File: src/rtl/sdram_port_arbiter_pkg.sv
// Shared constants for the SDRAM port arbiter: FSM encoding, hold counter
// width and the grant index width helper.
package sdram_port_arbiter_pkg;

  localparam logic [1:0] ST_IDLE = 2'd0;
  localparam logic [1:0] ST_BUSY = 2'd1;
  localparam logic [1:0] ST_HOLD = 2'd2;

  localparam int HOLD_CNT_W = 4;

  // A single port still needs a 1-bit index so vectors never collapse to zero width.
  function automatic int idx_width(input int n);
    return (n <= 1) ? 1 : $clog2(n);
  endfunction

endpackage

File: src/rtl/sdram_rr_pick.sv
// Combinational round-robin picker: first requester strictly after last,
// wrapping modulo NUM_PORTS; last itself has the lowest priority.
module sdram_rr_pick
  import sdram_port_arbiter_pkg::*;
#(
  parameter int NUM_PORTS = 2,
  localparam int IW = idx_width(NUM_PORTS)
) (
  input  logic [NUM_PORTS-1:0] req,
  input  logic [IW-1:0]        last,
  output logic                 valid,
  output logic [IW-1:0]        idx
);

  int            cand;
  logic [IW-1:0] cand_idx;

  // Scan from the farthest candidate to the nearest so the nearest hit wins.
  always_comb begin
    valid    = 1'b0;
    idx      = '0;
    cand     = 0;
    cand_idx = '0;
    for (int i = NUM_PORTS; i >= 1; i--) begin
      cand = int'(last) + i;
      if (cand >= NUM_PORTS) cand = cand - NUM_PORTS;
      cand_idx = IW'(cand);
      if (req[cand_idx]) begin
        valid = 1'b1;
        idx   = cand_idx;
      end
    end
  end

endmodule

File: src/rtl/sdram_port_arbiter.sv
// Round-robin arbiter multiplexing NUM_PORTS bridge ports onto the single SDRAM
// controller interface, holding the grant briefly so two-burst refills stay atomic.
module sdram_port_arbiter
  import sdram_port_arbiter_pkg::*;
#(
  parameter int NUM_PORTS   = 2,
  parameter int HOLD_CYCLES = 4
) (
  input  logic                    sdram_clk,
  input  logic                    sdram_rst,
  input  logic [32*NUM_PORTS-1:0] port_adr_i,
  input  logic [16*NUM_PORTS-1:0] port_dat_i,
  input  logic [2*NUM_PORTS-1:0]  port_sel_i,
  input  logic [NUM_PORTS-1:0]    port_acc_i,
  input  logic [NUM_PORTS-1:0]    port_we_i,
  output logic [NUM_PORTS-1:0]    port_ack_o,
  output logic [15:0]             port_dat_o,
  output logic [31:0]             adr_o,
  output logic [15:0]             dat_o,
  output logic [1:0]              sel_o,
  output logic                    acc_o,
  output logic                    we_o,
  input  logic                    ack_i,
  input  logic [15:0]             dat_i,
  output logic [NUM_PORTS-1:0]    grant_o,
  output logic [1:0]              fsm_state
);

  localparam int IW = idx_width(NUM_PORTS);

  // Handshake: a port holds acc high (with stable we) until the controller
  // returns ack for it; acc low means no request. ack is a single-cycle pulse
  // routed only to the current owner, and read data is valid in that cycle.

  logic [1:0]            state;
  logic [IW-1:0]         grant_idx;
  logic [IW-1:0]         last_ptr;
  logic [HOLD_CNT_W-1:0] hold_cnt;

  logic                  pick_valid;
  logic [IW-1:0]         pick_idx;

  logic                  g_acc;
  logic                  g_we;
  logic [31:0]           g_adr;
  logic [15:0]           g_dat;
  logic [1:0]            g_sel;

  sdram_rr_pick #(
    .NUM_PORTS(NUM_PORTS)
  ) u_pick (
    .req   (port_acc_i),
    .last  (last_ptr),
    .valid (pick_valid),
    .idx   (pick_idx)
  );

  assign g_acc = port_acc_i[grant_idx];
  assign g_we  = port_we_i[grant_idx];
  assign g_adr = port_adr_i[32*grant_idx +: 32];
  assign g_dat = port_dat_i[16*grant_idx +: 16];
  assign g_sel = port_sel_i[2*grant_idx +: 2];

  always_ff @(posedge sdram_clk) begin
    if (sdram_rst) begin
      state     <= ST_IDLE;
      grant_idx <= '0;
      last_ptr  <= IW'(NUM_PORTS - 1);
      hold_cnt  <= '0;
    end else begin
      case (state)
        ST_IDLE: begin
          if (pick_valid) begin
            state     <= ST_BUSY;
            grant_idx <= pick_idx;
          end
        end
        ST_BUSY: begin
          if (!g_acc) begin
            state    <= ST_HOLD;
            hold_cnt <= HOLD_CNT_W'(HOLD_CYCLES - 1);
          end
        end
        ST_HOLD: begin
          if (g_acc) begin
            state <= ST_BUSY;
          end else if (hold_cnt == '0) begin
            state    <= ST_IDLE;
            last_ptr <= grant_idx;
          end else begin
            hold_cnt <= hold_cnt - 1'b1;
          end
        end
        default: state <= ST_IDLE;
      endcase
    end
  end

  // The owner's address/data pass straight through so an address change on
  // the ack cycle reaches the controller without a cycle of lag.
  always_comb begin
    adr_o      = '0;
    dat_o      = '0;
    sel_o      = '0;
    acc_o      = 1'b0;
    we_o       = 1'b0;
    grant_o    = '0;
    port_ack_o = '0;
    if (state != ST_IDLE) begin
      adr_o               = g_adr;
      dat_o               = g_dat;
      sel_o               = g_sel;
      acc_o               = g_acc;
      we_o                = (state == ST_BUSY) ? g_we : (g_we & g_acc);
      grant_o[grant_idx]    = 1'b1;
      port_ack_o[grant_idx] = ack_i;
    end
  end

  assign port_dat_o = dat_i;
  assign fsm_state  = state;

endmodule

File: config.mk
export PLATFORM = sky130hd
export DESIGN_NAME = sdram_port_arbiter
export DESIGN_NICKNAME = d
export VERILOG_FILES = /design/src/rtl/sdram_port_arbiter_pkg.sv /design/src/rtl/sdram_rr_pick.sv /design/src/rtl/sdram_port_arbiter.sv
export SDC_FILE = /design/constraint.sdc
export NUM_CORES = 1
export LEC_CHECK = 0
export CAP_MARGIN = 25
export CELL_PAD_IN_SITES_DETAIL_PLACEMENT = 0
export CELL_PAD_IN_SITES_GLOBAL_PLACEMENT = 1
export CORE_MARGIN = 5
export CORE_UTILIZATION = 15
export CTS_CLUSTER_SIZE = 14
export DETAILED_ROUTE_END_ITERATION = 10
export PLACE_DENSITY_LB_ADDON = 0.1
export RECOVER_POWER = 50
export SYNTH_ARGS = -nofsm -noshare
export SYNTH_HDL_FRONTEND = slang
export SYNTH_HIERARCHICAL = 1
export SYNTH_SLANG_ARGS = --single-unit
export TNS_END_PERCENT = 1
File: constraint.sdc
create_clock -name sdram_clk -period 4.65 [get_ports sdram_clk]
set_clock_uncertainty 0.05 [all_clocks]
set_input_delay 0.93 -clock sdram_clk [delete_from_list [all_inputs] [get_ports sdram_clk]]
set_output_delay 0.93 -clock sdram_clk [all_outputs]
set_load 0.005 [all_outputs]
==> impl_metrics.env <==
export IMPL_maxSlewHeadroom=0.1704
export IMPL_drive_gt1_frac=0.02976
export IMPL_grt_pass1_wl_um=10290
export IMPL_synthesis_yosys_warnings=6
export IMPL_grt_pass1_vias=1892
export IMPL_fillCellCount=997
export IMPL_post_cts_resized_instances=0
export IMPL_finalHoldViolations=0
export IMPL_numPortBuffers=164
export IMPL_cts_buffers_inserted=3
export IMPL_status="complete, no violations"
export IMPL_dpl_hpwl_um=5915
export IMPL_critical_path_peak_fanout=8
export IMPL_grt_util_all_layers=0.1153
export IMPL_postSynthRegisterBits=8
export IMPL_core_area_sq_mm=0.009196
export IMPL_worstRegToRegCells=3
export IMPL_tritoncts="yes"
export IMPL_vdd_drop_max_mv=0.06394
export IMPL_power_density_mw_per_mm2=165.7
export IMPL_largest_net_degree_at_the_start_of_global_routing=40
export IMPL_synth_async_reset_ratio=0
export IMPL_chipWidth_um=106.7
export IMPL_clk_root_buffer_cell="clkbuf_8"
export IMPL_crit_start="port_acc_i[1]"
export IMPL_cts_hold_repair_buffers=0
export IMPL_avgRoutedWirePerCell_um=15.93
export IMPL_timing_hold_ws_ps=424.0
export IMPL_path_clk_slew_ps=40
export IMPL_fin_crit_sh=0.7844
export IMPL_hold_path_class="register to register"
export IMPL_grt_overflow=0
export IMPL_htreeDepth=1
export IMPL_clock_latency_ps=230
export IMPL_cp_arrival_ps=2670
export IMPL_timing_max_cap_violations=0
export IMPL_place_area_sq_mm=0.003030
export IMPL_design_area_sq_mm=0.003063
export IMPL_vias_per_cell=4.128
export IMPL_globalplace_congestion=0.7073
export IMPL_worstSetupEndpointType="output port"
export IMPL_num_vias=1845
export IMPL_area_growth_synth_to_final_pct=118.4
export IMPL_netlist_cell_type_count=34
export IMPL_rows=35
export IMPL_starting_density_of_the_core=0.1525
export IMPL_grt_antenna_before_repair=0
export IMPL_finish_utilization=0.3331
export IMPL_totalNegativeSetupSlack_ps=0
export IMPL_die_height_um=106.7
export IMPL_cts_root_to_sink_buffers=2
export IMPL_ff2ff_setup_slack_ps=2620
export IMPL_slew_violations=0
export IMPL_regToRegStartpoint="grant_idx"
export IMPL_worst_setup_path_endpoint="we_o"
export IMPL_design_die_area_sq_mm=0.01138
export IMPL_sequential_cell_area_sq_um=163.9
export IMPL_synth_yosys_seq_area_share=0.1142
export IMPL_fmax_mhz=274.2
export IMPL_detail_route_wirelength_um=7119
export IMPL_syn_mean_instance_area_sq_um=7.156
export IMPL_finalCriticalPeriod_ps=3647
export IMPL_commonest_register_cell_after_synthesis="dfxtp_1"
export IMPL_path_class="primary input to output port"
export IMPL_antenna_diode_count=0
export IMPL_drt_pass1_iter_count=2
export IMPL_post_layout_nonfiller_instances=447
export IMPL_netlist_instances=196
export IMPL_critPathLaunchType="primary input"
export IMPL_cts_sink_count=8
export IMPL_violation_count_after_the_first_detailed_routing_iteration=34
export IMPL_placed_cells_incl_taps=443
export IMPL_crit_reg2reg_capture="last_ptr"
export IMPL_power_leakage_nw=1.124
export IMPL_number_of_placed_i_o_pins=197
export IMPL_worst_slew_pin_transition_ps=1243
export IMPL_synth_nets=320
export IMPL_drcViolationCount=0
export IMPL_cts_setup_buffers=0
export IMPL_grt_setup_unrepaired="false"
export IMPL_total_area_of_multi_input_combinational_cells_sq_mm=0.001028
export IMPL_synth_enable_flop_cells=0
export IMPL_required_ps=3670
export IMPL_num_nets_final=461
export IMPL_report_final_setup_viol=0
export IMPL_final_antenna_net_count=0
export IMPL_mapped_area_sq_mm=0.001403
-- kinds of logic (layout without fill, tap and decap cells) --
kind of cell	after synthesis	after routing	synth area share
compound gates	16	16	0.07939
xor+xnor	1	1	0.006246
mux	54	54	0.3889
flops	8	8	0.1142
simple gates	79	79	0.2507
fa+ha+maj	1	1	0.008919
buf+inv	37	177	0.1517
-- worst max-delay path, cell delays in order --
cell and delay (ps):
dlygate4sd3_1 580, mux2i_1 90, clkbuf_1 250, a211oi_1 280, clkdlybuf4s50_1 540
-- flip-flops by register name, indices dropped and copies added (netlist names) --
signal	flops
grant_idx	1
last_ptr	1
fsm_state	2
hold_cnt	4
-- worst min path at each step --
stage                  endpoint  depth (start not counted)        start  slack [ps]
CTS                 hold_cnt[1]                          2  hold_cnt[1]         430
global placement    hold_cnt[1]                          2  hold_cnt[1]         430
floorplan           hold_cnt[1]                          2  hold_cnt[1]         400
detailed placement  hold_cnt[1]                          2  hold_cnt[1]         420
finish              hold_cnt[1]                          2  hold_cnt[1]         420
global route        hold_cnt[1]                          2  hold_cnt[1]         460
-- metrics by stage --
step	power, mW	setup slack, ps
2_1_floorplan	0.2173	2218
3_3_place_gp	0.4372	1164
3_5_place_dp	0.4354	1161
4_1_cts	0.5292	1161
5_1_grt	0.5467	734.3
6_report	0.5075	1003
-- synth_stat cells, drive strengths merged, types with 2 or more instances --
cell type / number / area (sq um)
o21ai: 3 / 15.01
clkbuf: 7 / 26.28
a41o: 2 / 20.02
dfxtp: 8 / 160.2
nand2b: 2 / 12.51
a211oi: 3 / 22.52
and2: 2 / 12.51
a21oi: 3 / 15.01
mux2i: 53 / 530.5
inv: 5 / 18.77
buf: 25 / 167.7
or2: 2 / 12.52
o211ai: 2 / 15.01
nor2: 58 / 217.7
nand3: 3 / 15.01
nor3: 2 / 10.01
nor2b: 3 / 18.77
-- placed cells by master, fill, tap and decap left out, drive strengths merged, types with 5 or more instances in the layout --
cell type	count
clkdlybuf4s50	149
nor2	58
mux2i	53
dlygate4sd3	15
dfxtp	8
inv	5
clkbuf	5
-- per-layer routing --
layer	vias up	part of all wire	global-route usage
met5	-	0	0
met4	0	0.019	0.03014
met3	8	0.074	0.03552
met2	96	0.54	0.2257
met1	811	0.36	0.1170
li1	930	-	-
-- layout make-up --
cell class,count,area share
clock buffer,4,0.01471
inverter,5,0.006127
multi-input combinational,151,0.3358
sequential,8,0.05351
tap,111,0.04534
timing repair buffer,168,0.5445
-- power by group --
group	switching [mW]	total [mW]	internal [mW]
Clock	0.0281	0.0876	0.0595
Combinational	0.116	0.329	0.214
Sequential	0.0172	0.0906	0.0734
Total	0.161	0.508	0.347
Note: power is estimated with default switching activity, not from simulation.
